### config.mk
export PLATFORM = sky130hd
export DESIGN_NAME = ov_bin_capture
export DESIGN_NICKNAME = d
export VERILOG_FILES = /design/src/rtl/ov_bin_capture.sv
export SDC_FILE = /design/constraint.sdc
export NUM_CORES = 1
export LEC_CHECK = 0
export BUFFER_PORTS_ARGS = -buffer_cell sky130_fd_sc_hd__buf_4
export CAP_MARGIN = 20
export CELL_PAD_IN_SITES_DETAIL_PLACEMENT = 2
export CELL_PAD_IN_SITES_GLOBAL_PLACEMENT = 2
export CORE_ASPECT_RATIO = 0.75
export CORE_MARGIN = 2
export CORE_UTILIZATION = 41
export DETAILED_ROUTE_END_ITERATION = 8
export PLACE_DENSITY = 0.78
export SYNTH_ARGS = -nofsm -noshare
export SYNTH_HDL_FRONTEND = slang
export SYNTH_SLANG_ARGS = --single-unit
### constraint.sdc
create_clock -name clk -period 4.2 [get_ports clk]
set_input_delay 0.42 -clock clk [delete_from_list [all_inputs] [get_ports clk]]
set_output_delay 0.42 -clock clk [all_outputs]
set_load 0.02 [all_outputs]
### src/rtl/ov_bin_capture.sv
// OV sensor RGB565 byte stream to 1-bit luminance pixels for the line FIFO.
// Skips warm-up frames, gates writes on fifo_full, reports line/frame events.
module ov_bin_capture #(
  parameter int SKIP_FRAMES = 10,
  parameter int H_PIXELS    = 640,
  parameter int V_LINES     = 480
) (
  input  logic       clk,
  input  logic       rst_n,
  input  logic       cam_vsync,
  input  logic       cam_href,
  input  logic [7:0] cam_data,
  input  logic       capture_en,
  input  logic [7:0] thresh,
  input  logic       fifo_full,
  output logic       pix_bit,
  output logic       pix_wr,
  output logic       frame_start,
  output logic       line_done,
  output logic [9:0] line_cnt,
  output logic       overflow,
  output logic       busy
);

  localparam int SW = (SKIP_FRAMES > 0) ? $clog2(SKIP_FRAMES + 1) : 1;
  localparam int XW = $clog2(H_PIXELS + 1);

  localparam logic [1:0] S_SKIP  = 2'd0;
  localparam logic [1:0] S_WAIT  = 2'd1;
  localparam logic [1:0] S_FRAME = 2'd2;
  localparam logic [1:0] S_RST   =
    (SKIP_FRAMES == 0) ? S_WAIT : S_SKIP;

  logic [1:0]    state_q, state_d;
  logic [SW-1:0] skip_cnt_q, skip_cnt_d;
  logic          vsync_q, href_q;
  logic          phase_q, phase_d;
  logic [7:0]    hi_q, hi_d;
  logic          s1_vld_q, s1_vld_d;
  logic [15:0]   pr_q, pr_d;
  logic [15:0]   pg_q, pg_d;
  logic [15:0]   pb_q, pb_d;
  logic [XW-1:0] x_cnt_q, x_cnt_d;
  logic          le1_q, le1_d;
  logic          pix_bit_q, pix_bit_d;
  logic          pix_wr_q, pix_wr_d;
  logic          frame_start_q, frame_start_d;
  logic          line_done_q, line_done_d;
  logic [9:0]    line_cnt_q, line_cnt_d;
  logic          overflow_q, overflow_d;

  logic          vs_rise, vs_fall, href_fall;
  logic          byte_en;
  logic [15:0]   px;
  logic [7:0]    r8, g8, b8;
  logic [15:0]   sum;
  logic [XW-1:0] x_nxt;
  logic          line_end;

  assign vs_rise   = cam_vsync & ~vsync_q;
  assign vs_fall   = ~cam_vsync & vsync_q;
  assign href_fall = ~cam_href & href_q;

  // Frame FSM; the rise after the last skipped frame arms capture
  always_comb begin
    state_d       = state_q;
    skip_cnt_d    = skip_cnt_q;
    frame_start_d = 1'b0;
    unique case (state_q)
      S_SKIP: begin
        if (vs_rise) begin
          if (skip_cnt_q == SW'(SKIP_FRAMES)) begin
            state_d = S_WAIT;
          end else begin
            skip_cnt_d = skip_cnt_q + SW'(1);
          end
        end
      end
      S_WAIT: begin
        if (vs_fall && capture_en) begin
          state_d       = S_FRAME;
          frame_start_d = 1'b1;
        end
      end
      S_FRAME: begin
        if (vs_rise) state_d = S_WAIT;
      end
      default: state_d = S_RST;
    endcase
  end

  always_comb begin
    byte_en  = (state_q == S_FRAME) && cam_href && !cam_vsync;
    phase_d  = byte_en ? ~phase_q : 1'b0;
    hi_d     = (byte_en && !phase_q) ? cam_data : hi_q;
    s1_vld_d = byte_en && phase_q;
    px       = {hi_q, cam_data};
    r8       = {px[15:11], px[15:13]};
    g8       = {px[10:5], px[10:9]};
    b8       = {px[4:0], px[4:2]};
    pr_d     = 16'd77 * {8'd0, r8};
    pg_d     = 16'd150 * {8'd0, g8};
    pb_d     = 16'd29 * {8'd0, b8};
  end

  // Stage 2: Y >= thresh is sum >= thresh<<8
  always_comb begin
    sum         = pr_q + pg_q + pb_q;
    x_nxt       = x_cnt_q;
    pix_wr_d    = 1'b0;
    pix_bit_d   = pix_bit_q;
    overflow_d  = overflow_q;
    if (s1_vld_q && (x_cnt_q < XW'(H_PIXELS))) begin
      x_nxt = x_cnt_q + XW'(1);
      if (fifo_full) begin
        overflow_d = 1'b1;
      end else begin
        pix_wr_d  = 1'b1;
        pix_bit_d = (sum >= {thresh, 8'h00});
      end
    end
    le1_d       = href_fall && (state_q == S_FRAME);
    line_end    = le1_q && (x_nxt != '0);
    line_done_d = line_end;
    line_cnt_d  = line_cnt_q;
    if (line_end && (line_cnt_q != 10'(V_LINES))) begin
      line_cnt_d = line_cnt_q + 10'd1;
    end
    x_cnt_d = line_end ? '0 : x_nxt;
    if (frame_start_d) begin
      line_cnt_d = '0;
      overflow_d = 1'b0;
      x_cnt_d    = '0;
    end
  end

  always_ff @(posedge clk or negedge rst_n) begin
    if (!rst_n) begin
      state_q       <= S_RST;
      skip_cnt_q    <= '0;
      vsync_q       <= 1'b0;
      href_q        <= 1'b0;
      phase_q       <= 1'b0;
      hi_q          <= '0;
      s1_vld_q      <= 1'b0;
      pr_q          <= '0;
      pg_q          <= '0;
      pb_q          <= '0;
      x_cnt_q       <= '0;
      le1_q         <= 1'b0;
      pix_bit_q     <= 1'b0;
      pix_wr_q      <= 1'b0;
      frame_start_q <= 1'b0;
      line_done_q   <= 1'b0;
      line_cnt_q    <= '0;
      overflow_q    <= 1'b0;
    end else begin
      state_q       <= state_d;
      skip_cnt_q    <= skip_cnt_d;
      vsync_q       <= cam_vsync;
      href_q        <= cam_href;
      phase_q       <= phase_d;
      hi_q          <= hi_d;
      s1_vld_q      <= s1_vld_d;
      pr_q          <= pr_d;
      pg_q          <= pg_d;
      pb_q          <= pb_d;
      x_cnt_q       <= x_cnt_d;
      le1_q         <= le1_d;
      pix_bit_q     <= pix_bit_d;
      pix_wr_q      <= pix_wr_d;
      frame_start_q <= frame_start_d;
      line_done_q   <= line_done_d;
      line_cnt_q    <= line_cnt_d;
      overflow_q    <= overflow_d;
    end
  end

  assign pix_bit     = pix_bit_q;
  assign pix_wr      = pix_wr_q;
  assign frame_start = frame_start_q;
  assign line_done   = line_done_q;
  assign line_cnt    = line_cnt_q;
  assign overflow    = overflow_q;
  assign busy        = (state_q == S_FRAME);

endmodule
# After elaboration in Yosys (flattened, before gate mapping)
# Cells that the tools add are included.
# word_totals
elab_cells	83
ff_bits	87
out_inout_bits	16
inputBits	22
# op_classes
reduce_logical	20
eq_ne	8
addsub	5
order_cmp	2
bitwise	9
mul	3
mux	18
# op_table
operator	n
$mux 10	5
$mul 7x8->15 const A	2
$add 10x1->10 const B	2
$add 15x16->16	1
$add 16x13->16	1
$ge 16x16->1	1
$mul 5x8->13 const A	1
$lt 10x10->1 const B	1
$ne 10x9->1 const B	1
$reduce_bool 10->1	1
$logic_and 1x1->1	9
$mux 1	8
$mux 2	4
$ne 2x2->1 const B	3
$not 1->1	6
$pmux 2 s3	1
$reduce_bool 2->1	3
$add 4x1->4 const B	1
$eq 4x4->1 const B	1
$reduce_and 2->1	2
$reduce_and 4->1	1
$and 1x1->1	3
$reduce_and 3->1	1
$eq 2x1->1 const B	1
4 further kinds	5

# Depth between registers and ports, before layout
# Gate-level depths: netlist (run 1).
# logic_depth
ltp_word	8
ltp_mapped	17
mapped_depth_nobuf	17

# Worst setup path before layout (run 1)
# No wires, ideal clock.
# synth_path
kind	register to register
startpoint	register pr_q[1]
endpoint	register pix_bit_q, in the netlist pix_bit
path_slack_ns	0.401
setup_time_ns	0.077
n_path_buf	0
path_stages_with_launch	18
synth_period_minus_slack_ns	3.799
arrival_time_ns	3.721
t_required_ns	4.123
cell_sequence	dfrtp_1 -> fa_1 -> ha_1 -> inv_1 -> fa_1 -> nor2b_1 -> o31a_1 -> o211ai_1 -> a211oi_1 -> or4_1 -> and3_1 -> ha_1 -> nand4_1 -> nor4_1 -> o221ai_1 -> a311oi_1 -> o21ai_0 -> a21oi_1
# synth_between
elab_chain_len	3
# synth_rtl
item	line	rtl
from (decl)	40	logic [15:0] pr_q, pr_d;
from (signal assigned)	165	pr_q <= pr_d;
$add 15x16->16	108	sum = pr_q + pg_q + pb_q;
$add 16x13->16	108	
$ge 16x16->1	119	pix_bit_d = (sum >= {thresh, 8'h00});
to (signal assigned)	170	pix_bit_q <= pix_bit_d;
to (decl)	45	logic pix_bit_q, pix_bit_d;
# No other way between the ends.
# A chain may end at the register's enable or synchronous reset.

# Final worst setup path (run 1)
# layout_path
startpoint	register pb_q[1]
endpoint	register pix_bit_q, in the netlist pix_bit
# layout_between
elab_chain_len	2
# layout_rtl
item	line	rtl
from (decl)	42	logic [15:0] pb_q, pb_d;
from (signal assigned)	167	pb_q <= pb_d;
$add 16x13->16	108	
$ge 16x16->1	119	
# No other way between the ends.

==> impl_metrics.env, run 1 <==
export IMPL_die_area_mm2=0.0186
export IMPL_via_count=5545
export IMPL_grt_pass1_wl_mm=36.3
export IMPL_detail_route_vias_per_cell=5.53
export IMPL_actual_slew_at_the_worst_max_slew_pin_ps=816
export IMPL_layout_core_utilization=0.481
export IMPL_timing_worst_setup_path_type="reg2reg"
export IMPL_max_cap_violations=0
export IMPL_clkSlewWorstSetupHoldPaths_ps=70
export IMPL_clock_latency_on_the_worst_skew_pair_ps=350
export IMPL_area_of_the_mapped_netlist_mm2=0.00717
export IMPL_max_freq_ghz=0.242
export IMPL_skew_ps=7.50
export IMPL_initial_utilization=0.422
export IMPL_tritoncts_num_buffers=9
export IMPL_timing_slew_headroom=0.456
export IMPL_setup_viol=0
export IMPL_finish_instance_area_mm2=0.00816
export IMPL_cp_max_fo=2
export IMPL_place_congestion=0.871
export IMPL_top_level_ports=38
export IMPL_final_antenna_net_count=0
export IMPL_cts_root_to_sink_buffers=2
export IMPL_grt_start_max_net_pins=60
export IMPL_tritoncts_clock_tree="built"
export IMPL_synth_nets=893
export IMPL_initialDrtViolationCount=256
export IMPL_finalMaxSlewViolations=0
export IMPL_synth_commonest_cells="sky130_fd_sc_hd__ha_1, sky130_fd_sc_hd__inv_1, sky130_fd_sc_hd__dfrtp_1"
export IMPL_final_hold_viol_count=0
export IMPL_synthToLayoutAreaGrowth_pct=13.9
export IMPL_ys_dominant_reg_cell="sky130_fd_sc_hd__dfrtp_1"
export IMPL_share_of_layout_cells_above_drive_strength_1=0.124
export IMPL_netlist_top_cell_by_area="sky130_fd_sc_hd__dfrtp_1"
export IMPL_synth_edff_count=0
export IMPL_drc_errors=0
export IMPL_antenna_cells=0
export IMPL_die_w_um=157
export IMPL_antenna_found_initial=0
export IMPL_top_area_cells_in_the_synthesized_netlist="sky130_fd_sc_hd__dfrtp_1, sky130_fd_sc_hd__ha_1, sky130_fd_sc_hd__fa_1"
export IMPL_unrepaired_setup_endpoints_after_global_routing="true"
export IMPL_finalNetCount=947
export IMPL_hold_class="in2async"
export IMPL_cp_data_required_time_ps=4470
export IMPL_htreeDepth=3
export IMPL_route_final_wire_length_mm=22.4
export IMPL_grt_pass1_vias=6442
export IMPL_outcome="finished clean"
export IMPL_fin_setup_tns_ps=0
export IMPL_cts_root_buf="sky130_fd_sc_hd__clkbuf_16"
export IMPL_synth_seq_cells=87
export IMPL_synth_lib_cells_used_distinct=63
export IMPL_rows=41
export IMPL_dpl_hpwl_mm=16.8
export IMPL_cts_sink_count=87
export IMPL_worst_endpoint_arrival_ps=4400
export IMPL_synth_yosys_warnings=0
export IMPL_period_share=0.983
export IMPL_seq_area_frac_synth=0.304
export IMPL_place_area_mm2=0.00773
export IMPL_crit_path_end_kind="flop"
export IMPL_async_sr_flop_fraction=1.00
export IMPL_post_cts_hold_buffer_count=0
export IMPL_yosys_cell_count_top_type="sky130_fd_sc_hd__ha_1"
export IMPL_global_route_usage_total=0.256
export IMPL_wl_per_instance_um=22.4
export IMPL_cp_start_kind="flop"
export IMPL_dr_pass1_iters=4
export IMPL_avgSynthCellArea_um2=10.1
export IMPL_buffer_ports_inserted=37
export IMPL_fp_dieH_um=119
export IMPL_synthesis_instances=707
export IMPL_filler_cell_count=1762
export IMPL_global_route_overflow_total=0
export IMPL_design_core_area_mm2=0.0170
export IMPL_yosysTopAreaCellShare=0.304
export IMPL_shortest_period_the_worst_path_allows_ps=4130
==> critical path: stages, from the launching register on <==
cell	delay, ps
sky130_fd_sc_hd__dfrtp_1	390
sky130_fd_sc_hd__fa_1	490
sky130_fd_sc_hd__ha_2	200
sky130_fd_sc_hd__inv_2	60
sky130_fd_sc_hd__fa_2	220
sky130_fd_sc_hd__nor2b_4	50
sky130_fd_sc_hd__o31a_1	280
sky130_fd_sc_hd__o211ai_1	280
sky130_fd_sc_hd__a211oi_2	130
sky130_fd_sc_hd__or4_1	490
sky130_fd_sc_hd__and3_4	200
sky130_fd_sc_hd__ha_4	270
sky130_fd_sc_hd__nand4_1	90
sky130_fd_sc_hd__nor4_2	260
sky130_fd_sc_hd__o221ai_1	170
sky130_fd_sc_hd__a311oi_1	220
sky130_fd_sc_hd__o21ai_1	110
sky130_fd_sc_hd__a21oi_1	140
==> registers in the layout (all words and copies together) (netlist names) <==
| signal | count |
|---|---|
| line_done | 1 |
| phase_q | 1 |
| pix_bit | 1 |
| line_cnt | 10 |
| href_q | 1 |
| frame_start | 1 |
| pix_wr | 1 |
| overflow | 1 |
| vsync_q | 1 |
| state_q | 2 |
| skip_cnt_q | 4 |
| pb_q | 13 |
| pr_q | 15 |
| s1_vld_q | 1 |
| hi_q | 8 |
| x_cnt_q | 10 |
| le1_q | 1 |
| pg_q | 15 |
==> cell families (layout without fill, tap and decap cells) <==
| logic type | Yosys count | in the layout | share of synthesized area |
|---|---|---|---|
| AO/OA/AOI/OAI | 133 | 133 | 0.123 |
| XOR/XNOR | 45 | 45 | 0.0550 |
| adder cells (fa/ha/maj) | 164 | 164 | 0.326 |
| buffers and inverters | 105 | 164 | 0.0595 |
| flip-flops | 87 | 87 | 0.304 |
| multiplexers | 5 | 5 | 0.00751 |
| AND/OR/NAND/NOR | 168 | 168 | 0.125 |
==> stage by stage <==
stage,cells,hold slack [ps],setup slack [ps]
after floorplan,707,124,401
after global placement,978,464,149
after detailed placement,978,470,-194
after CTS,998,175,12.6
after global routing,1002,188,-177
final,1002,145,69.7
==> final timing paths <==
check / from / end / slack [ps] / cells after the start
max in group asynchronous: rst_n / line_cnt[2]$_DFFE_PN0P_ / 3110 / 2
hold reg to reg: skip_cnt_q[3]$_DFFE_PN0P_ / skip_cnt_q[3]$_DFFE_PN0P_ / 470 / 1
min in group clk: cam_href / href_q$_DFF_PN0_ / 200 / 1
setup reg to reg: pb_q[1]$_DFF_PN0_ / pix_bit$_DFFE_PN0P_ / 70 / 17
setup / recovery: pb_q[1]$_DFF_PN0_ / pix_bit$_DFFE_PN0P_ / 70 / 17
hold / removal: rst_n / x_cnt_q[4]$_DFF_PN0_ / 150 / 1
==> cell usage in the layout (no fill, tap or decap), types with 3 or more instances in the layout <==
cell	instances
sky130_fd_sc_hd__and3_1	8
sky130_fd_sc_hd__nor2b_1	9
sky130_fd_sc_hd__a2111oi_0	3
sky130_fd_sc_hd__o21bai_1	5
sky130_fd_sc_hd__nor4_1	5
sky130_fd_sc_hd__mux2_2	3
sky130_fd_sc_hd__xnor2_1	32
sky130_fd_sc_hd__o21a_1	9
sky130_fd_sc_hd__or4_1	6
sky130_fd_sc_hd__nor3_1	14
sky130_fd_sc_hd__nor3b_1	3
sky130_fd_sc_hd__a31o_2	4
sky130_fd_sc_hd__clkbuf_16	9
sky130_fd_sc_hd__dfrtp_1	87
sky130_fd_sc_hd__nand4_1	12
sky130_fd_sc_hd__xor2_1	13
sky130_fd_sc_hd__nand2b_1	3
sky130_fd_sc_hd__ha_1	123
sky130_fd_sc_hd__buf_4	52
sky130_fd_sc_hd__a21o_1	12
sky130_fd_sc_hd__nor2_1	36
sky130_fd_sc_hd__a211oi_1	3
sky130_fd_sc_hd__o211ai_1	8
sky130_fd_sc_hd__or3_1	4
sky130_fd_sc_hd__inv_1	95
sky130_fd_sc_hd__fa_1	37
sky130_fd_sc_hd__a21oi_1	32
sky130_fd_sc_hd__nand3_1	10
sky130_fd_sc_hd__nand2_1	38
sky130_fd_sc_hd__o21ai_1	6
sky130_fd_sc_hd__o21ai_0	28
==> routing by layer <==
metal	track usage	part of all wire
met1	0.336	0.45
met2	0.440	0.50
met3	0.0348	0.028
met4	0.0774	0.024
met5	0	0
==> area by class of cell <==
type	count	area, um^2	area share
flip-flops and latches	87	2180	0.267
repair buffers	52	390	0.0478
multi-input cells	515	4650	0.569
inverters	96	360	0.0442
clock buffers	11	233	0.0285
clock inverters	5	58.8	0.00721
well taps	236	295	0.0362
==> repair_timing <==
action	in CTS	in global routing
resized for setup	13	3
setup buffers	4	4
setup endpoints to repair	1	1
pin swaps	11	9
Power of run 1 is left out: the tool's default activity adds up to more than one toggle a clock period on the data nets, which glitch-free logic cannot reach.
==> run 2: changes to the inputs <==
--- a/config.mk
+++ b/config.mk
@@ -10,7 +10,6 @@
 export CELL_PAD_IN_SITES_DETAIL_PLACEMENT = 2
 export CELL_PAD_IN_SITES_GLOBAL_PLACEMENT = 2
 export CORE_ASPECT_RATIO = 0.75
-export CORE_MARGIN = 2
 export CORE_UTILIZATION = 41
 export DETAILED_ROUTE_END_ITERATION = 8
 export PLACE_DENSITY = 0.78
==> impl_metrics.env, run 2 (same netlist as run 1, synthesis figures left out) <==
export IMPL_dr_pass1_iters=4
export IMPL_die_w_um=155
export IMPL_fin_setup_tns_ps=0
export IMPL_grt_start_max_net_pins=64
export IMPL_cts_sink_count=87
export IMPL_htreeDepth=3
export IMPL_unrepaired_setup_endpoints_after_global_routing="true"
export IMPL_route_final_wire_length_mm=21.1
export IMPL_setup_viol=0
export IMPL_final_hold_viol_count=0
export IMPL_grt_use_met3=0.0445
export IMPL_tritoncts_clock_tree="built"
export IMPL_synthToLayoutAreaGrowth_pct=12.7
export IMPL_final_common_cell="sky130_fd_sc_hd__ha_1"
export IMPL_period_share=0.995
export IMPL_dpl_hpwl_mm=16.8
export IMPL_via_count=5517
export IMPL_place_congestion=0.877
export IMPL_reg2reg_slack_ps=20
export IMPL_clock_latency_on_the_worst_skew_pair_ps=350
export IMPL_tritoncts_num_buffers=9
export IMPL_antenna_cells=0
export IMPL_design_core_area_mm2=0.0170
export IMPL_crit_path_end_kind="flop"
export IMPL_slowest_delay_ps=500
export IMPL_rows=41
export IMPL_rr_worst_depth=17
export IMPL_worst_endpoint_arrival_ps=4450
export IMPL_leading_cell_types_in_the_layout_fill_and_taps_excluded="sky130_fd_sc_hd__ha_1, sky130_fd_sc_hd__inv_1, sky130_fd_sc_hd__dfrtp_1"
export IMPL_layout_core_utilization=0.476
export IMPL_dpl_cell_count=978
export IMPL_actual_slew_at_the_worst_max_slew_pin_ps=858
export IMPL_die_area_mm2=0.0180
export IMPL_max_cap_violations=0
export IMPL_rr_endpoint="pix_bit$_DFFE_PN0P_"
export IMPL_cts_root_buf="sky130_fd_sc_hd__clkbuf_16"
export IMPL_antenna_found_initial=0
export IMPL_top_level_ports=38
export IMPL_timing_worst_setup_path_type="reg2reg"
export IMPL_max_freq_ghz=0.239
export IMPL_grt_pass1_wl_mm=33.4
export IMPL_filler_cell_count=1779
export IMPL_hold_class="in2async"
export IMPL_initialDrtViolationCount=185
export IMPL_grt_most_used_layer="met2"
export IMPL_critical_path_slowest_cell="sky130_fd_sc_hd__fa_1"
export IMPL_wl_per_instance_um=21.2
export IMPL_crit_chain="fa_1 -> ha_2 -> inv_2 -> fa_2 -> nor2b_2 -> o31a_1 -> o211ai_1 -> a211oi_2 -> or4_1 -> and3_4 -> ha_4 -> nand4_1 -> nor4_1 -> o221ai_1 -> a311oi_1 -> o21ai_1 -> a21oi_1"
export IMPL_final_antenna_net_count=0
export IMPL_finalMaxSlewViolations=0
export IMPL_layoutNonFillerInstCount=995
export IMPL_buffer_ports_inserted=37
export IMPL_timing_slew_headroom=0.428
export IMPL_worst_r2r_startpoint="pr_q[1]$_DFF_PN0_"
export IMPL_global_route_usage_met1=0.319
export IMPL_drc_errors=0
export IMPL_post_cts_hold_buffer_count=0
export IMPL_fp_dieH_um=117
export IMPL_outcome="finished clean"
export IMPL_finalNetCount=940
export IMPL_global_route_overflow_total=0
export IMPL_cts_root_to_sink_buffers=2
export IMPL_hold_slack_ps=161
export IMPL_initial_utilization=0.422
export IMPL_global_route_usage_total=0.247
export IMPL_clkSlewWorstSetupHoldPaths_ps=70
export IMPL_cp_start_kind="flop"
export IMPL_detail_route_vias_per_cell=5.54
export IMPL_skew_ps=6.15
export IMPL_shortest_period_the_worst_path_allows_ps=4180
export IMPL_reg_largest_list="pg_q (15), pr_q (15), pb_q (13)"
export IMPL_cp_max_fo=3
export IMPL_cp_data_required_time_ps=4470
export IMPL_share_of_layout_cells_above_drive_strength_1=0.111
export IMPL_grt_met2_usage=0.427
export IMPL_grt_pass1_vias=6216
## run 2: how the worst max path moves through the flow
stage | start | to | slack, ps
6_report | pr_q[1]$_DFF_PN0_ | pix_bit$_DFFE_PN0P_ | 20
5_1_grt | pr_q[1]$_DFF_PN0_ | pix_bit$_DFFE_PN0P_ | -220
4_1_cts | pr_q[1]$_DFF_PN0_ | pix_bit$_DFFE_PN0P_ | 4
3_5_place_dp | pr_q[1]$_DFF_PN0_ | pix_bit$_DFFE_PN0P_ | -110
3_3_place_gp | pr_q[1]$_DFF_PN0_ | pix_bit$_DFFE_PN0P_ | 150
2_1_floorplan | pr_q[1]$_DFF_PN0_ | pix_bit$_DFFE_PN0P_ | 400
## run 2: layout make-up
class	instances	area, um^2	area share
flip-flops and latches	87	2180	0.270
clock buffers	11	243	0.0300
inverters	96	360	0.0446
clock inverters	5	57.6	0.00713
multi-input cells	515	4610	0.570
well taps	236	295	0.0366
repair buffers	45	338	0.0418
## run 2: worst max-delay path, delay by kind of cell, from the launching register on
family	cells	cell delay, ps
buffers and inverters	1	60
and+or+nand+nor	5	1030
AOI/OAI and AO/OA	7	1400
DFF	1	400
adders and majority gates	4	1210
## run 2: layer usage
metal  part of all wire  routed length, um  up-vias
li1                   -                  -     2555
met5                  0                  0        -
met4              0.022                454        0
met2               0.49              10200       82
met3              0.027                578       31
met1               0.47               9810     2849
## run 2: through the flow
stage / setup slack, ps / cell area (um^2)
after floorplan: 401 / 7170
after global placement: 149 / 7730
after detailed placement: -106 / 7730
after CTS: 4.23 / 8080
after global routing: -221 / 8080
final: 20.9 / 8080
## run 2: timing repair
item,in CTS,in global routing
resized for setup,9,1
pin swaps,3,1
endpoints found under the setup margin,1,1
setup buffers,1,0
Power of run 2 is left out for the same reason.
